===== config.mk =====
export PLATFORM = sky130hd
export DESIGN_NAME = rx_frame_ctrl
export DESIGN_NICKNAME = d
export VERILOG_FILES = /design/src/rtl/rx_frame_pkg.sv /design/src/rtl/rx_frame_ctrl_timer.sv /design/src/rtl/rx_frame_ctrl.sv
export SDC_FILE = /design/constraint.sdc
export NUM_CORES = 1
export LEC_CHECK = 0
export BUFFER_PORTS_ARGS = -buffer_cell sky130_fd_sc_hd__buf_2
export CAP_MARGIN = 0
export CORE_UTILIZATION = 35
export CTS_CLUSTER_DIAMETER = 80
export DETAILED_ROUTE_END_ITERATION = 7
export SKIP_CTS_REPAIR_TIMING = 1
export SYNTH_ARGS = -nofsm -noshare
export SYNTH_HDL_FRONTEND = slang
export SYNTH_SLANG_ARGS = --single-unit

===== constraint.sdc =====
create_clock -name clk -period 5 [get_ports clk]
set_input_delay 0.5 -clock clk [delete_from_list [all_inputs] [get_ports clk]]
set_output_delay 0.5 -clock clk [all_outputs]
set_load 0.05 [all_outputs]

===== src/rtl/rx_frame_pkg.sv =====
// Shared types and default sizing for the RX frame controller.
// The idle-flush feature is enabled by defining RX_FRAME_TIMEOUT_EN.
package rx_frame_pkg;

  typedef enum logic [1:0] {
    IDLE = 2'd0,
    FILL = 2'd1,
    HOLD = 2'd2
  } rx_state_e;

  localparam int DEF_FRAME_BYTES    = 16;
  localparam int DEF_TIMEOUT_CYCLES = 1000;
  localparam int DEF_OVF_CNT_W      = 8;

  function automatic int width_for(input int max_value);
    return $clog2(max_value + 1);
  endfunction

  // Widths for the default configuration; the modules derive their own from parameters.
  localparam int IDX_W = width_for(DEF_FRAME_BYTES);
  localparam int TMR_W = width_for(DEF_TIMEOUT_CYCLES);

endpackage


===== src/rtl/rx_frame_ctrl_timer.sv =====
// Idle timer for partial-frame flushing: reloads on clear, counts down while enabled.
// Only instantiated by rx_frame_ctrl when RX_FRAME_TIMEOUT_EN is defined.
module rx_idle_timer
  import rx_frame_pkg::*;
#(
  parameter int TIMEOUT_CYCLES = DEF_TIMEOUT_CYCLES
) (
  input  logic clk,
  input  logic rst,
  input  logic clear,
  input  logic enable,
  output logic expire
);

  localparam int CNT_W = width_for(TIMEOUT_CYCLES);
  localparam logic [CNT_W-1:0] LOAD_VAL = CNT_W'(TIMEOUT_CYCLES);
  localparam logic [CNT_W-1:0] ONE      = CNT_W'(1);

  logic [CNT_W-1:0] cnt;

  always_ff @(posedge clk) begin
    if (rst) begin
      cnt <= '0;
    end else if (clear) begin
      cnt <= LOAD_VAL;
    end else if (enable && cnt != '0) begin
      cnt <= cnt - ONE;
    end
  end

  // Terminal count: the last idle cycle of the window, so the owner acts on this edge.
  assign expire = enable && !clear && (cnt == ONE);

endmodule


===== src/rtl/rx_frame_ctrl.sv =====
// Packs the UART RX byte stream into FRAME_BYTES-byte frames behind a valid/ready handshake.
// Define RX_FRAME_TIMEOUT_EN to flush partial frames after TIMEOUT_CYCLES idle cycles.
module rx_frame_ctrl
  import rx_frame_pkg::*;
#(
  parameter int FRAME_BYTES    = DEF_FRAME_BYTES,
  parameter int TIMEOUT_CYCLES = DEF_TIMEOUT_CYCLES,
  parameter int OVF_CNT_W      = DEF_OVF_CNT_W
) (
  input  logic                             clk,
  input  logic                             rst,
  input  logic [7:0]                       rx_data,
  input  logic                             rx_valid,
  output logic [8*FRAME_BYTES-1:0]         frame_data,
  output logic [$clog2(FRAME_BYTES+1)-1:0] frame_len,
  output logic                             frame_valid,
  input  logic                             frame_ready,
  output logic [OVF_CNT_W-1:0]             overflow_cnt,
  output logic                             busy
);

  localparam int LEN_W  = width_for(FRAME_BYTES);
  localparam int LANE_W = $clog2(FRAME_BYTES);
  localparam logic [LEN_W-1:0]  FULL_LEN = LEN_W'(FRAME_BYTES);
  localparam logic [LEN_W-1:0]  LEN_ONE  = LEN_W'(1);
  localparam logic [LANE_W-1:0] TOP_LANE = LANE_W'(FRAME_BYTES - 1);
  localparam logic [OVF_CNT_W-1:0] OVF_ONE = OVF_CNT_W'(1);

  if (FRAME_BYTES < 2 || FRAME_BYTES > 64 || TIMEOUT_CYCLES < 1 || OVF_CNT_W < 1) begin : g_bad_cfg
    $error("rx_frame_ctrl: unsupported parameter combination");
  end

  rx_state_e                  state;
  logic [LEN_W-1:0]           idx;
  logic [LEN_W-1:0]           idx_next;
  logic [FRAME_BYTES-1:0][7:0] lanes;
  logic [LANE_W-1:0]          wr_lane;
  logic                       timeout;

  // Byte k lives in lanes[FRAME_BYTES-1-k] so the first byte lands in the MSB lane.
  assign wr_lane    = TOP_LANE - idx[LANE_W-1:0];
  assign idx_next   = idx + LEN_ONE;
  assign frame_data = lanes;

`ifdef RX_FRAME_TIMEOUT_EN
  rx_idle_timer #(
    .TIMEOUT_CYCLES (TIMEOUT_CYCLES)
  ) u_idle_timer (
    .clk    (clk),
    .rst    (rst),
    .clear  (rx_valid),
    .enable (state == FILL && !rx_valid),
    .expire (timeout)
  );
`else
  assign timeout = 1'b0;
`endif

  always_ff @(posedge clk) begin
    if (rst) begin
      state        <= IDLE;
      idx          <= '0;
      lanes        <= '0;
      frame_len    <= '0;
      frame_valid  <= 1'b0;
      overflow_cnt <= '0;
      busy         <= 1'b0;
    end else begin
      case (state)
        IDLE: begin
          if (rx_valid) begin
            lanes[FRAME_BYTES-1] <= rx_data;
            idx                  <= LEN_ONE;
            state                <= FILL;
            busy                 <= 1'b1;
          end
        end

        FILL: begin
          if (rx_valid) begin
            lanes[wr_lane] <= rx_data;
            idx            <= idx_next;
            if (idx_next == FULL_LEN) begin
              state       <= HOLD;
              frame_valid <= 1'b1;
              frame_len   <= FULL_LEN;
            end
          end else if (timeout) begin
            // Partial flush: unwritten lanes are already zero from the last clear.
            state       <= HOLD;
            frame_valid <= 1'b1;
            frame_len   <= idx;
          end
        end

        HOLD: begin
          if (frame_ready) begin
            frame_valid <= 1'b0;
            frame_len   <= '0;
            lanes       <= '0;
            if (rx_valid) begin
              lanes[FRAME_BYTES-1] <= rx_data;
              idx                  <= LEN_ONE;
              state                <= FILL;
            end else begin
              idx   <= '0;
              state <= IDLE;
              busy  <= 1'b0;
            end
          end else if (rx_valid && overflow_cnt != '1) begin
            overflow_cnt <= overflow_cnt + OVF_ONE;
          end
        end

        default: begin
          state       <= IDLE;
          idx         <= '0;
          frame_valid <= 1'b0;
          busy        <= 1'b0;
        end
      endcase
    end
  end

endmodule


==> results.py <==
metrics = {
    "synth": {
        "yosys_warnings": 0,
        "post_synth_adder_cell_area_pct": 2.13,
        "syn_avg_cell_area_sq_um": 9.69,
        "synth.ff_latch_count": 146,
        "post_synth_xor_area_fraction_pct": 0.448,
        "synth_compound_area_share_pct": 23.8,
        "synth_ff_type": "dfxtp_1",
        "synth_sequential_area_ratio_pct": 49.9,
        "combinational_family_with_the_most_area_after_synthesis": "compound AO/OA/AOI/OAI gates",
        "synth_edf_count": 0,
        "synth_cell_types": 51,
        "synth-simple-area-share_pct": 16.4,
        "synthesis.area_sq_um": 5860,
        "synthCells": 605,
        "post_synth_mux_area_share_pct": 0.897,
        "async_reset_ff_share_pct": 0,
    },
    "critical_path": {
        "crit_path_max_fanout": 20,
        "timing_worst_setup_path_type": "register to register",
        "end_kind": "register",
        "crit_chain": "inv_1, ha_1, nand2b_1, o21ai_1, o31a_2, a22o_1",
        "rr_endpoint": "frame_data[123]",
        "critical_path_required_ns": 5.30,
        "critPathSlowestCell": "nand2b_1",
        "cp-endpoint": "frame_data[123]",
        "cp-start-kind": "register",
        "r2r_cells": 6,
        "r2r_setup_slack_ns": 2.10,
        "worst_r2r_startpoint": "state[0]",
        "worstPathArrival_ns": 3.20,
        "timing.critical_path.from": "state[0]",
        "cpPeakStageDelay_ns": 0.79,
    },
    "pwr": {
        "power_density_nw_per_um2": 425,
        "leakage_nw": 3.07,
        "report.power.total_mw": 3.06,
        "ir_worst_vdd_uv": 252,
    },
    "min_path": {
        "holdCritPathClass": "input pin to register",
    },
    "detailed_routing": {
        "route.detailed.drc": 0,
        "detailroute.via_count": 5137,
        "routed_wire_length_per_instance_microns": 18.0,
        "drt_pre_antenna_iters": 5,
        "detailedRoute.firstIterationViolations": 336,
        "antenna_violating_nets_post_route": 0,
        "drt-total-wl_mm": 17.1,
        "vias_per_cell": 5.42,
    },
    "layout": {
        "layout.cells.most_common": "buf_2",
        "antenna_cells_inserted": 0,
        "fill_cells": 1582,
        "fraction_of_layout_cells_with_a_size_suffix_above_1_pct": 28.5,
        "layout_common_cells": "149 x buf_2, 146 x dfxtp_1, 131 x nor2_1, 120 x a22oi_1, 17 x clkbuf_16",
        "nets": 743,
        "flow.area_growth_from_synthesis_pct": 22.8,
    },
    "floorplan": {
        "core.rowCount": 46,
        "starting_density_pct": 36.4,
        "die-area_sq_um": 17300,
        "ioPinCount": 155,
        "core_area_sq_um": 16100,
        "die_w_microns": 131,
        "die_extent_in_y_microns": 131,
    },
    "timing": {
        "max_clock_freq_mhz": 345,
        "setup_viol": 0,
        "tightestPinTransition_ns": 1.13,
        "slew_violations": 0,
        "final.period_utilization_pct": 58.0,
        "setup_tns_ns": 0,
        "min_period_ns": 2.90,
        "clock_skew_ns": 0.00437,
        "slew-limit-headroom_pct": 24.6,
        "hold_viol_final": 0,
        "grt_setup_unrepaired": "false",
        "hold_slack_ns": 0.315,
        "worst_setup_margin_ns": 2.10,
    },
    "run": {
        "max_cap_violations": 0,
    },
    "global_routing": {
        "antenna_found_initial": 0,
        "gr-max-usage-layer": "met2",
        "grt.total_usage_pct": 19.7,
        "use_met1_pct": 24.7,
        "groute.layer.met3.usage_pct": 6.52,
        "groute.layer.met2.usage_pct": 31.9,
        "vias_in_the_first_global_route": 4849,
        "grt_max_degree": 83,
        "grt_overflow_total": 0,
        "grt_first_pass_wirelength_mm": 26.7,
    },
    "clock_tree": {
        "tritoncts": "done",
        "clock_latency_ns": 0.41,
        "htree_levels": 4,
        "cts.sinks": 146,
        "clockRootBuffer": "clkbuf_16",
        "cts_max_path_buffers": 2,
        "cts-buffers-inserted": 17,
        "clkTransAtPathRegs_ns": 0.06,
    },
    "status": {
        "outcome": "finished clean",
    },
    "placed_design": {
        "gpl.final_weighted_congestion": 0.775,
        "io_buffers": 150,
        "post-place-ws_ns": 2.11,
        "dpl.hpwl_mm": 11.1,
    },
}
==> state kept, by name, indices dropped and copies added (netlist names) <==
name / cells
overflow_cnt: 8
frame_len: 1
idx: 5
busy: 1
frame_valid: 1
state: 2
frame_data: 128
==> cells in the mapped netlist (5+ instances only) <==
library cell,number,area share (%)
inv_1,8,0.51
nand3_1,6,0.51
a21oi_1,7,0.60
clkbuf_1,15,0.96
o2111ai_2,13,3.3
and3b_1,10,1.5
o21ai_0,8,0.68
a22oi_1,120,15
ha_1,10,2.1
buf_4,17,2.2
nor2_1,131,8.4
and2_1,9,0.96
buf_2,21,1.8
nand2b_1,5,0.53
nand2_1,11,0.70
dfxtp_1,146,50
a22o_1,8,1.2
and3_1,5,0.53
==> worst max-delay path: cells and delay by family (launching register included) <==
kind / cells / cell delay [ns]
AO/OA/AOI/OAI: 3 / 1.27
adder cells (fa/ha/maj): 1 / 0.21
buffers and inverters: 1 / 0.09
flip-flops: 1 / 0.41
AND/OR/NAND/NOR: 1 / 0.79
==> layer usage <==
layer | up-vias | routed length [microns]
met5 | - | 0
met4 | 0 | 176
met3 | 17 | 1270
met2 | 188 | 8030
met1 | 2524 | 7590
li1 | 2408 | -
==> stage by stage <==
step	area (sq um)	util (%)	cells
finish	7200	44.7	947
global route	7200	44.7	947
CTS	7200	44.7	947
detailed placement	6580	40.9	918
global placement	6580	40.9	918
floorplan	5870	-	608
==> how the worst min path moves through the flow <==
stage                    start              end  slack, ns  cells after the start
4_1_cts             rx_data[7]  frame_data[127]       0.30                      2
5_1_grt             rx_data[4]  frame_data[124]       0.31                      2
3_3_place_gp   frame_data[125]  frame_data[125]       0.46                      1
3_5_place_dp   frame_data[120]  frame_data[120]       0.46                      1
2_1_floorplan         state[1]         state[1]       0.47                      2
6_report            rx_data[7]  frame_data[127]       0.32                      2
==> layout make-up <==
| type | instances | area [sq um] | share of cell area, % |
|---|---|---|---|
| inverters | 8 | 30.0 | 0.417 |
| clock buffers | 19 | 453 | 6.29 |
| flip-flops and latches | 146 | 2920 | 40.6 |
| repair buffers | 154 | 783 | 10.9 |
| clock inverters | 10 | 159 | 2.21 |
| multi-input cells | 394 | 2580 | 35.8 |
| well taps | 216 | 270 | 3.76 |
==> report_power, final <==
group / internal, mW / total (mW) / switching, mW
registers: 1.20 / 1.22 / 0.0255
logic: 0.125 / 0.511 / 0.386
clock network: 0.851 / 1.32 / 0.472
==> logic make-up (layout without fill, tap and decap cells) <==
group | after synthesis | count (layout)
adder cells (fa/ha/maj) | 10 | 10
buffers and inverters | 68 | 191
AND/OR/NAND/NOR | 199 | 199
other | 1 | 4
flip-flops | 146 | 146
multiplexers | 5 | 5
XOR/XNOR | 3 | 3
AO/OA/AOI/OAI | 173 | 173
No activity file was read; power rests on OpenSTA's default activity.
